--- src/rtl/peripherals_obi_arbiter_if.sv ---
// OBI bus bundle shared by the arbiter's initiator-facing and target-facing ports.
// master drives request/rready, slave drives grant/response.
interface peripherals_obi_arbiter_if #(
    parameter int unsigned AW  = 32,
    parameter int unsigned DW  = 32,
    parameter int unsigned IDW = 1
);
    logic            req;
    logic            reqpar;
    logic [AW-1:0]   addr;
    logic            we;
    logic [DW/8-1:0] be;
    logic [DW-1:0]   wdata;
    logic [IDW-1:0]  aid;
    logic            gnt;
    logic            gntpar;
    logic            rvalid;
    logic            rvalidpar;
    logic            rready;
    logic            rreadypar;
    logic [DW-1:0]   rdata;
    logic            err;
    logic [IDW-1:0]  rid;

    modport master (
        output req, reqpar, addr, we, be, wdata, aid, rready, rreadypar,
        input  gnt, gntpar, rvalid, rvalidpar, rdata, err, rid
    );

    modport slave (
        input  req, reqpar, addr, we, be, wdata, aid, rready, rreadypar,
        output gnt, gntpar, rvalid, rvalidpar, rdata, err, rid
    );
endinterface

--- src/rtl/peripherals_obi_arbiter.sv ---
// Two-initiator round-robin OBI arbiter with a single outstanding transaction and a
// response-timeout watchdog that answers with an error and then drains the late response.
module peripherals_obi_arbiter #(
    parameter int unsigned       OBI_AW         = 32,
    parameter int unsigned       OBI_DW         = 32,
    parameter int unsigned       OBI_IDW        = 1,
    parameter int unsigned       TIMEOUT_CYCLES = 1024,
    parameter logic [OBI_DW-1:0] ERR_RDATA      = 32'hDEAD_BEEF
) (
    input  logic                        clk,
    input  logic                        reset_n,
    peripherals_obi_arbiter_if.slave    s0,
    peripherals_obi_arbiter_if.slave    s1,
    peripherals_obi_arbiter_if.master   m,
    output logic                        timeout_o
);

    localparam int unsigned CntW = $clog2(TIMEOUT_CYCLES) + 1;
    localparam logic [CntW-1:0] CntLast =
        CntW'(TIMEOUT_CYCLES == 0 ? 32'd0 : TIMEOUT_CYCLES - 1);
    localparam logic [CntW-1:0] CntMax = '1;

    localparam logic [2:0] StIdle   = 3'd0;
    localparam logic [2:0] StAddr   = 3'd1;
    localparam logic [2:0] StResp   = 3'd2;
    localparam logic [2:0] StErrRsp = 3'd3;
    localparam logic [2:0] StDrain  = 3'd4;

    logic [2:0]         state_q, state_d;
    logic               own_q, own_d;   // 0 = s0, 1 = s1
    logic               ptr_q, ptr_d;
    logic [OBI_IDW-1:0] aid_q, aid_d;
    logic [CntW-1:0]    cnt_q, cnt_d;
    logic               timeout_q, timeout_d;

    logic                st_addr, st_resp, st_err, st_drain;
    logic                own_req, own_reqpar, own_we, own_rready;
    logic [OBI_AW-1:0]   own_addr;
    logic [OBI_DW/8-1:0] own_be;
    logic [OBI_DW-1:0]   own_wdata;
    logic [OBI_IDW-1:0]  own_aid;

    logic                gnt_fwd, m_rready, rsp_valid, rsp_err;
    logic [OBI_DW-1:0]   rsp_rdata;
    logic [OBI_IDW-1:0]  rsp_rid;
    logic                s0_gnt, s1_gnt, s0_rvalid, s1_rvalid;
    logic                unused_par;

    assign st_addr  = (state_q == StAddr);
    assign st_resp  = (state_q == StResp);
    assign st_err   = (state_q == StErrRsp);
    assign st_drain = (state_q == StDrain);

    assign own_req    = own_q ? s1.req    : s0.req;
    assign own_reqpar = own_q ? s1.reqpar : s0.reqpar;
    assign own_addr   = own_q ? s1.addr   : s0.addr;
    assign own_we     = own_q ? s1.we     : s0.we;
    assign own_be     = own_q ? s1.be     : s0.be;
    assign own_wdata  = own_q ? s1.wdata  : s0.wdata;
    assign own_aid    = own_q ? s1.aid    : s0.aid;
    assign own_rready = own_q ? s1.rready : s0.rready;

    always_comb begin
        state_d   = state_q;
        own_d     = own_q;
        ptr_d     = ptr_q;
        aid_d     = aid_q;
        cnt_d     = cnt_q;
        timeout_d = 1'b0;
        case (state_q)
            StIdle: begin
                if (s0.req | s1.req) begin
                    own_d   = (s0.req & s1.req) ? ptr_q : s1.req;
                    state_d = StAddr;
                end
            end
            StAddr: begin
                if (own_req & m.gnt) begin
                    aid_d   = own_aid;
                    cnt_d   = '0;
                    ptr_d   = ~own_q;
                    state_d = StResp;
                end
            end
            StResp: begin
                // A real response arriving in the expiry cycle takes priority.
                if (m.rvalid & own_rready) begin
                    state_d = StIdle;
                end else if (TIMEOUT_CYCLES != 0 && !m.rvalid) begin
                    if (cnt_q == CntLast) begin
                        state_d   = StErrRsp;
                        timeout_d = 1'b1;
                    end else if (cnt_q != CntMax) begin
                        cnt_d = cnt_q + 1'b1;
                    end
                end
            end
            StErrRsp: begin
                if (own_rready) state_d = StDrain;
            end
            StDrain: begin
                if (m.rvalid) state_d = StIdle;
            end
            default: state_d = StIdle;
        endcase
    end

    always_ff @(posedge clk or negedge reset_n) begin
        if (!reset_n) begin
            state_q   <= StIdle;
            own_q     <= 1'b0;
            ptr_q     <= 1'b0;
            aid_q     <= '0;
            cnt_q     <= '0;
            timeout_q <= 1'b0;
        end else begin
            state_q   <= state_d;
            own_q     <= own_d;
            ptr_q     <= ptr_d;
            aid_q     <= aid_d;
            cnt_q     <= cnt_d;
            timeout_q <= timeout_d;
        end
    end

    assign timeout_o = timeout_q;

    // Target-facing request side is only driven while an owner is in its address phase.
    assign m.req       = st_addr & own_req;
    assign m.reqpar    = st_addr ? own_reqpar : 1'b1;
    assign m.addr      = st_addr ? own_addr   : '0;
    assign m.we        = st_addr & own_we;
    assign m.be        = st_addr ? own_be     : '0;
    assign m.wdata     = st_addr ? own_wdata  : '0;
    assign m.aid       = st_addr ? own_aid    : '0;
    assign m_rready    = (st_resp & own_rready) | st_drain;
    assign m.rready    = m_rready;
    assign m.rreadypar = ~m_rready;

    assign gnt_fwd   = st_addr & m.gnt;
    assign rsp_valid = (st_resp & m.rvalid) | st_err;
    assign rsp_err   = (st_resp & m.err) | st_err;
    assign rsp_rdata = st_err ? ERR_RDATA : (st_resp ? m.rdata : '0);
    assign rsp_rid   = st_err ? aid_q     : (st_resp ? m.rid   : '0);

    assign s0_gnt    = gnt_fwd & ~own_q;
    assign s1_gnt    = gnt_fwd & own_q;
    assign s0_rvalid = rsp_valid & ~own_q;
    assign s1_rvalid = rsp_valid & own_q;

    assign s0.gnt       = s0_gnt;
    assign s0.gntpar    = ~s0_gnt;
    assign s0.rvalid    = s0_rvalid;
    assign s0.rvalidpar = ~s0_rvalid;
    assign s0.rdata     = own_q ? '0 : rsp_rdata;
    assign s0.err       = rsp_err & ~own_q;
    assign s0.rid       = own_q ? '0 : rsp_rid;

    assign s1.gnt       = s1_gnt;
    assign s1.gntpar    = ~s1_gnt;
    assign s1.rvalid    = s1_rvalid;
    assign s1.rvalidpar = ~s1_rvalid;
    assign s1.rdata     = own_q ? rsp_rdata : '0;
    assign s1.err       = rsp_err & own_q;
    assign s1.rid       = own_q ? rsp_rid : '0;

    // Incoming parities are accepted but not checked.
    assign unused_par = ^{m.gntpar, m.rvalidpar, s0.rreadypar, s1.rreadypar};

endmodule

--- src/flat_wrapper.sv ---
// flat-port wrapper written by rule: the top's interface ports become plain ports
module peripherals_obi_arbiter_flat 
#(
    parameter int unsigned       OBI_AW         = 32,
    parameter int unsigned       OBI_DW         = 32,
    parameter int unsigned       OBI_IDW        = 1,
    parameter int unsigned       TIMEOUT_CYCLES = 1024,
    parameter logic [OBI_DW-1:0] ERR_RDATA      = 32'hDEAD_BEEF
)
  (clk, reset_n, timeout_o, s0_req, s0_reqpar, s0_addr, s0_we, s0_be, s0_wdata, s0_aid, s0_rready, s0_rreadypar, s0_gnt, s0_gntpar, s0_rvalid, s0_rvalidpar, s0_rdata, s0_err, s0_rid, s1_req, s1_reqpar, s1_addr, s1_we, s1_be, s1_wdata, s1_aid, s1_rready, s1_rreadypar, s1_gnt, s1_gntpar, s1_rvalid, s1_rvalidpar, s1_rdata, s1_err, s1_rid, m_req, m_reqpar, m_addr, m_we, m_be, m_wdata, m_aid, m_rready, m_rreadypar, m_gnt, m_gntpar, m_rvalid, m_rvalidpar, m_rdata, m_err, m_rid);
  peripherals_obi_arbiter_if #(.AW(32), .DW(32), .IDW(1)) s0_i ();
  peripherals_obi_arbiter_if #(.AW(32), .DW(32), .IDW(1)) s1_i ();
  peripherals_obi_arbiter_if #(.AW(32), .DW(32), .IDW(1)) m_i ();
  input  logic clk;
  input  logic reset_n;
  output logic timeout_o;
  input wire logic [$bits(s0_i.req)-1:0] s0_req;
  input wire logic [$bits(s0_i.reqpar)-1:0] s0_reqpar;
  input wire logic [$bits(s0_i.addr)-1:0] s0_addr;
  input wire logic [$bits(s0_i.we)-1:0] s0_we;
  input wire logic [$bits(s0_i.be)-1:0] s0_be;
  input wire logic [$bits(s0_i.wdata)-1:0] s0_wdata;
  input wire logic [$bits(s0_i.aid)-1:0] s0_aid;
  input wire logic [$bits(s0_i.rready)-1:0] s0_rready;
  input wire logic [$bits(s0_i.rreadypar)-1:0] s0_rreadypar;
  output wire logic [$bits(s0_i.gnt)-1:0] s0_gnt;
  output wire logic [$bits(s0_i.gntpar)-1:0] s0_gntpar;
  output wire logic [$bits(s0_i.rvalid)-1:0] s0_rvalid;
  output wire logic [$bits(s0_i.rvalidpar)-1:0] s0_rvalidpar;
  output wire logic [$bits(s0_i.rdata)-1:0] s0_rdata;
  output wire logic [$bits(s0_i.err)-1:0] s0_err;
  output wire logic [$bits(s0_i.rid)-1:0] s0_rid;
  input wire logic [$bits(s1_i.req)-1:0] s1_req;
  input wire logic [$bits(s1_i.reqpar)-1:0] s1_reqpar;
  input wire logic [$bits(s1_i.addr)-1:0] s1_addr;
  input wire logic [$bits(s1_i.we)-1:0] s1_we;
  input wire logic [$bits(s1_i.be)-1:0] s1_be;
  input wire logic [$bits(s1_i.wdata)-1:0] s1_wdata;
  input wire logic [$bits(s1_i.aid)-1:0] s1_aid;
  input wire logic [$bits(s1_i.rready)-1:0] s1_rready;
  input wire logic [$bits(s1_i.rreadypar)-1:0] s1_rreadypar;
  output wire logic [$bits(s1_i.gnt)-1:0] s1_gnt;
  output wire logic [$bits(s1_i.gntpar)-1:0] s1_gntpar;
  output wire logic [$bits(s1_i.rvalid)-1:0] s1_rvalid;
  output wire logic [$bits(s1_i.rvalidpar)-1:0] s1_rvalidpar;
  output wire logic [$bits(s1_i.rdata)-1:0] s1_rdata;
  output wire logic [$bits(s1_i.err)-1:0] s1_err;
  output wire logic [$bits(s1_i.rid)-1:0] s1_rid;
  output wire logic [$bits(m_i.req)-1:0] m_req;
  output wire logic [$bits(m_i.reqpar)-1:0] m_reqpar;
  output wire logic [$bits(m_i.addr)-1:0] m_addr;
  output wire logic [$bits(m_i.we)-1:0] m_we;
  output wire logic [$bits(m_i.be)-1:0] m_be;
  output wire logic [$bits(m_i.wdata)-1:0] m_wdata;
  output wire logic [$bits(m_i.aid)-1:0] m_aid;
  output wire logic [$bits(m_i.rready)-1:0] m_rready;
  output wire logic [$bits(m_i.rreadypar)-1:0] m_rreadypar;
  input wire logic [$bits(m_i.gnt)-1:0] m_gnt;
  input wire logic [$bits(m_i.gntpar)-1:0] m_gntpar;
  input wire logic [$bits(m_i.rvalid)-1:0] m_rvalid;
  input wire logic [$bits(m_i.rvalidpar)-1:0] m_rvalidpar;
  input wire logic [$bits(m_i.rdata)-1:0] m_rdata;
  input wire logic [$bits(m_i.err)-1:0] m_err;
  input wire logic [$bits(m_i.rid)-1:0] m_rid;
  assign s0_i.req = s0_req;
  assign s0_i.reqpar = s0_reqpar;
  assign s0_i.addr = s0_addr;
  assign s0_i.we = s0_we;
  assign s0_i.be = s0_be;
  assign s0_i.wdata = s0_wdata;
  assign s0_i.aid = s0_aid;
  assign s0_i.rready = s0_rready;
  assign s0_i.rreadypar = s0_rreadypar;
  assign s0_gnt = s0_i.gnt;
  assign s0_gntpar = s0_i.gntpar;
  assign s0_rvalid = s0_i.rvalid;
  assign s0_rvalidpar = s0_i.rvalidpar;
  assign s0_rdata = s0_i.rdata;
  assign s0_err = s0_i.err;
  assign s0_rid = s0_i.rid;
  assign s1_i.req = s1_req;
  assign s1_i.reqpar = s1_reqpar;
  assign s1_i.addr = s1_addr;
  assign s1_i.we = s1_we;
  assign s1_i.be = s1_be;
  assign s1_i.wdata = s1_wdata;
  assign s1_i.aid = s1_aid;
  assign s1_i.rready = s1_rready;
  assign s1_i.rreadypar = s1_rreadypar;
  assign s1_gnt = s1_i.gnt;
  assign s1_gntpar = s1_i.gntpar;
  assign s1_rvalid = s1_i.rvalid;
  assign s1_rvalidpar = s1_i.rvalidpar;
  assign s1_rdata = s1_i.rdata;
  assign s1_err = s1_i.err;
  assign s1_rid = s1_i.rid;
  assign m_req = m_i.req;
  assign m_reqpar = m_i.reqpar;
  assign m_addr = m_i.addr;
  assign m_we = m_i.we;
  assign m_be = m_i.be;
  assign m_wdata = m_i.wdata;
  assign m_aid = m_i.aid;
  assign m_rready = m_i.rready;
  assign m_rreadypar = m_i.rreadypar;
  assign m_i.gnt = m_gnt;
  assign m_i.gntpar = m_gntpar;
  assign m_i.rvalid = m_rvalid;
  assign m_i.rvalidpar = m_rvalidpar;
  assign m_i.rdata = m_rdata;
  assign m_i.err = m_err;
  assign m_i.rid = m_rid;
  peripherals_obi_arbiter #(.OBI_AW(OBI_AW), .OBI_DW(OBI_DW), .OBI_IDW(OBI_IDW), .TIMEOUT_CYCLES(TIMEOUT_CYCLES), .ERR_RDATA(ERR_RDATA)) u_core (.clk(clk), .reset_n(reset_n), .s0(s0_i), .s1(s1_i), .m(m_i), .timeout_o(timeout_o));
endmodule
--- config.mk ---
export PLATFORM = sky130hd
export DESIGN_NAME = peripherals_obi_arbiter_flat
export DESIGN_NICKNAME = d
export VERILOG_FILES = /design/src/rtl/peripherals_obi_arbiter_if.sv /design/src/rtl/peripherals_obi_arbiter.sv /design/src/flat_wrapper.sv
export SDC_FILE = /design/constraint.sdc
export NUM_CORES = 1
export LEC_CHECK = 0
export CORE_AREA = 2 2 133 135
export DETAILED_ROUTE_END_ITERATION = 8
export DIE_AREA = 0 0 135 137
export PLACE_DENSITY = 0.5
export SLEW_MARGIN = 20
export SYNTH_ARGS = -nofsm -noshare
export SYNTH_HDL_FRONTEND = slang
export SYNTH_SLANG_ARGS = --single-unit
--- constraint.sdc ---
create_clock -name clk -period 1.85 [get_ports clk]
set_input_delay 0.185 -clock clk [delete_from_list [all_inputs] [get_ports clk]]
set_output_delay 0.185 -clock clk [all_outputs]
set_load 0.02 [all_outputs]
* Word level (Yosys, flattened, before mapping)
Cells that the tools add are included.
Storage, ports and cells: word-level logic and storage cells 94, register bits after elaboration 18, input port bits 188, output and inout port bits 151
Operators by class: muxes and demuxes 40, reductions and logical operators 6, add/subtract/negate cells 1, equality and inequality tests 16, bitwise operators 25
Operators by type and width (count):
- 32-bit two-way mux | 8
- 11-bit two-way mux | 5
- 11-bit case mux with 2 select lines | 1
- 3-bit two-way mux | 7
- 1-bit two-way mux | 16
- 1-bit AND | 15
- 3-bit case mux with 5 select lines | 1
- 2-bit != test, second input constant | 7
- 6-bit AND reduction | 2
- 11-bit by 1-bit adder with 11-bit output, second input constant | 1
- 11-bit by 10-bit == test with 1-bit output, second input constant | 1
- 11-bit != test, second input constant | 1
- 4-bit two-way mux | 2
- 3-bit by 2-bit == test with 1-bit output, second input constant | 2
- 3-bit != test, second input constant | 2
- 1-bit NOT | 6
- 1-bit OR | 4
- 2-bit AND reduction | 2
- 3-bit by 1-bit == test with 1-bit output, second input constant | 1
- 3-bit == test, second input constant | 1
- 3-bit logical NOT | 1
- 2-bit by 1-bit != test with 1-bit output, second input constant | 1
- 2-bit nonzero test | 1

* Longest topological paths before layout
Gate-level depths: netlist of run 1.
depth in word-level cells 6, depth in mapped cells 5, depth with buffers taken out 5

* Worst setup path after synthesis of run 1
No wires, ideal clock.
path kind reg-to-output, start register u_core.state_q[2], end output m_addr[31], required time 1665 ps, setup slack 153 ps, data arrival time 1512 ps, buffers on the path 2, cell stages (with the launch flop) 5, cells stage by stage dfrtp_1 or3b_1 clkbuf_1 clkbuf_1 nor2_1
On the way: word-level cells in the longest chain between the ends 2
RTL lines:
- start: declaration | RTL line peripherals_obi_arbiter.sv:29 | logic [2:0] state_q, state_d;
- start signal: assignment | RTL line peripherals_obi_arbiter.sv:110 | state_q <= StIdle;
- start signal: assignment | RTL line peripherals_obi_arbiter.sv:117 | state_q <= state_d;
- 3-bit by 1-bit == test with 1-bit output | RTL line peripherals_obi_arbiter.sv:49 | assign st_addr = (state_q == StAddr);
- 32-bit two-way mux | RTL line peripherals_obi_arbiter.sv:131 | assign m.addr = st_addr ? own_addr : '0;
- end: declaration | RTL line flat_wrapper.sv:51 | output wire logic [$bits(m_i.addr)-1:0] m_addr;
Every way passes these cells.

* Final worst setup path of run 1
start register u_core.state_q[0], end output m_we
On the way: word-level cells in the longest chain between the ends 2
RTL lines:
- 3-bit by 1-bit == test with 1-bit output | RTL line peripherals_obi_arbiter.sv:49
- 1-bit AND | RTL line peripherals_obi_arbiter.sv:132 | assign m.we = st_addr & own_we;
- end: declaration | RTL line flat_wrapper.sv:52 | output wire logic [$bits(m_i.we)-1:0] m_we;
Every way passes these cells.

==> out/metrics.yaml, run 1 <==
stdcell_count: 978
period_share_pct: 101.2
floorplan.core_area_sq_mm: 0.01706
postSynth.asyncResetShare_pct: 100.0
worstSkewPairLatency_ns: 0.25
cp_depth: 5
max-clock-path-buffers: 2
outcome: "complete, but fails checks"
synthToLayoutAreaGrowth_pct: 167.4
placementRows: 48
drt_first_iter_violations: 72
wirelength_routed_microns: 16490
clock.fmax_mhz: 534.2
floorplan.die_area_sq_mm: 0.01850
cts_tree: "built"
finalWorstSetupSlack_ns: -0.02212
worst-r2r-setup-slack_ns: 0.06
reg2regPathDepth: 6
worst_setup_path_end_kind: "primary output"
yosysWarningCount: 0
timing_hold_violations_final: 0
drt.antenna.violating_nets: 0
post_synth_inst_count: 378
clkTransAtPathRegs_ns: 0.06
post-route-util_pct: 40.35
grt_first_pass_wirelength_microns: 22830
cp.arrival_ns: 1.69
postSynthAreaPerCell_sq_um: 6.809
antenna_found_initial: 0
cts-buffers-inserted: 3
hold_path_class: "in2async"
first_global_vias: 4029
io-pin-count: 339
critical_path.endpoint: "m_we"
synth_enable_flop_cells: 0
clock-root-buffer: "sky130_fd_sc_hd__clkbuf_16"
initial_core_util_pct: 15.09
violations: "negative setup slack"
power.static_leakage_nw: 3.241
grt_use_total_pct: 15.87
dp_hpwl_microns: 13470
share_of_layout_cells_above_drive_strength_1_pct: 38.51
power_density_mw_per_mm2: 1406
num_antenna_cells: 0
critical_path_buf_inv_count: 3
r2r_start: "u_core.state_q[2]"
dp.cells: 957
die_width_microns: 135
io_buffer_count: 334
p_total_mw: 9.678
cpLargestDelayFamily: "simple AND/OR/NAND/NOR gates"
cp_slowest_stage_delay_ns: 0.43
worst_ir_drop_vdd_mv: 0.6812
maximum_number_of_pins_on_one_net_before_global_route_repair: 29
cts_num_sinks: 18
post_drt_via_cell_ratio: 4.259
drv.max_cap_violation_count: 0
worstSetupStartpointType: "register"
synth.ff_latch_count: 18
globalplace.congestion: 0.8355
flip_flop_cell_with_the_highest_count_after_synthesis: "sky130_fd_sc_hd__dfrtp_1"
worstReg2RegEnd: "u_core.cnt_q[8]"
num_vias: 4165
rsz0062_at_grt: "true"
detail_route.first_pass.iterations: 6
max_slew_margin_pct: 74.91
crit_chain: "or3b_4 -> buf_12 -> clkbuf_16 -> nor2_2 -> buf_4"
cell_area_after_technology_mapping_sq_mm: 0.002574
final_setup_violation_count: 25
die_height_microns: 137
final.setup_skew_ns: 0.005996
crit_required_ns: 1.66
ys_types: 43
timing.setup.critical_path_class: "reg2out"
min_period_ns: 1.872
detail_route.wl_per_cell_microns: 16.86
nets: 943
final_slew_violations: 0
grt-ovfl-total: 0
timing.critical_path.from: "u_core.state_q[0]"
htreeDepth: 1
post_syn_nets: 567
path_max_fanout: 14
cts.hold.buffers_added: 0
remaining_drc_errors: 0
yosysSeqAreaShare_pct: 17.50
max_slew.worst_pin.slew_ns: 0.3734
timing.critical_path.slowest_stage_cell: "sky130_fd_sc_hd__or3b_4"
[synth_stat cells (all sizes together) (2+ instances only)]
cell / n / area [sq um]
mux2i: 76 / 760.7
or4: 3 / 22.52
buf: 11 / 52.55
a211oi: 2 / 15.01
nor2: 152 / 570.6
and4: 2 / 17.52
clkbuf: 16 / 60.06
nand4: 4 / 31.28
nand2b: 4 / 25.02
and2: 11 / 68.82
o21ai: 6 / 30.03
or3: 4 / 25.02
and3: 11 / 68.82
dfrtp: 18 / 450.4
nand3: 5 / 30.03
a21oi: 5 / 25.02
nor2b: 2 / 12.51
nand2: 14 / 52.55
inv: 6 / 22.52
o31ai: 2 / 15.01
mux2: 2 / 22.52
nor3: 4 / 20.02
[sequential cells by signal, summed over array words and instances, names as in the netlist]
| name | cells |
|---|---|
| u_core.state_q | 3 |
| u_core.own_q | 1 |
| u_core.aid_q | 1 |
| u_core.cnt_q | 11 |
| u_core.timeout_o | 1 |
| u_core.ptr_q | 1 |
[what timing repair did]
item | in CTS | in global routing
pin swaps | 4 | 11
buffers inserted | 11 | 5
cloned | 2 | 1
endpoints found under the setup margin | 159 | 130
gates resized for setup | 562 | 199
[through the flow]
| stage | setup TNS (ns) | hold WS [ns] | area (sq um) | setup WS [ns] |
|---|---|---|---|---|
| floorplan | 0 | -0.1106 | 2574 | 0.1534 |
| global placement | -24.18 | 0.4700 | 6500 | -0.2828 |
| detailed placement | -26.37 | 0.4687 | 6500 | -0.2528 |
| CTS | -1.514 | 0.2814 | 6606 | -0.05528 |
| global route | -3.078 | 0.2952 | 6883 | -0.07301 |
| finish | -0.2730 | 0.2678 | 6883 | -0.02212 |
[worst min path at each step]
stage                      from          endpoint  slack [ns]  cells after the start
3_5_place_dp   u_core.cnt_q[10]  u_core.cnt_q[10]        0.47                      1
6_report                reset_n   u_core.cnt_q[3]        0.27                      2
2_1_floorplan           reset_n      u_core.aid_q       -0.11                      0
3_3_place_gp   u_core.cnt_q[10]  u_core.cnt_q[10]        0.47                      1
5_1_grt                 reset_n   u_core.cnt_q[2]        0.30                      2
4_1_cts                 reset_n   u_core.cnt_q[3]        0.28                      2
[per-layer routing]
layer / track usage [%] / vias up / routed length, microns
li1: - / 2041 / -
met1: 17.02 / 1886 / 5820
met2: 31.73 / 226 / 9021
met3: 4.148 / 12 / 1486
met4: 1.968 / 0 / 162
met5: 0 / - / 0
[final cells by class]
type / instances / area, sq um
Multi-Input combinational cell: 327 / 2337
Inverter: 6 / 22.52
Sequential cell: 18 / 454.2
Timing Repair Buffer: 398 / 3699
Fill cell: 1711 / 10170
Tap cell: 225 / 281.5
Clock buffer: 4 / 88.84
[cell families (layout without fill, tap and decap cells)]
family | after synthesis | after routing | share of synthesized area, %
buffers and inverters | 33 | 408 | 5.250
AO/OA/AOI/OAI | 25 | 25 | 6.758
flip-flops | 18 | 18 | 17.50
AND/OR/NAND/NOR | 222 | 222 | 39.23
multiplexers | 78 | 78 | 30.43
adder cells (fa/ha/maj) | 1 | 1 | 0.4861
XOR/XNOR | 1 | 1 | 0.3404
[power breakdown]
| part | switching [mW] | total [mW] | internal (mW) |
|---|---|---|---|
| logic | 4.56 | 8.61 | 4.05 |
| clock network | 0.161 | 0.490 | 0.329 |
| registers | 0.0928 | 0.578 | 0.485 |
| total | 4.81 | 9.68 | 4.86 |
[cells in the final DEF (no fill, tap or decap), types with 6 or more instances in the layout]
master	Yosys	final
sky130_fd_sc_hd__clkdlybuf4s50_1	0	184
sky130_fd_sc_hd__and2_1	11	6
sky130_fd_sc_hd__nor2_2	0	19
sky130_fd_sc_hd__buf_4	0	82
sky130_fd_sc_hd__buf_6	0	42
sky130_fd_sc_hd__and3_1	11	11
sky130_fd_sc_hd__nor2_1	152	120
sky130_fd_sc_hd__dfrtp_1	18	17
sky130_fd_sc_hd__mux2i_1	76	66
sky130_fd_sc_hd__clkbuf_2	0	31
sky130_fd_sc_hd__nor2_4	0	13
sky130_fd_sc_hd__clkdlybuf4s15_2	0	15
sky130_fd_sc_hd__nand2_1	14	12
sky130_fd_sc_hd__buf_2	9	29
sky130_fd_sc_hd__buf_12	0	8
No activity file was read; power rests on OpenSTA's default activity.
==> run 2, diff against run 1 <==
CTS_BUF_LIST = sky130_fd_sc_hd__clkbuf_8 sky130_fd_sc_hd__clkbuf_16   (was not set)
CTS_CLUSTER_DIAMETER = 120   (was not set)
==> results of run 2 <==
No change in the layout: final DEF, timing and power equal those of run 1.
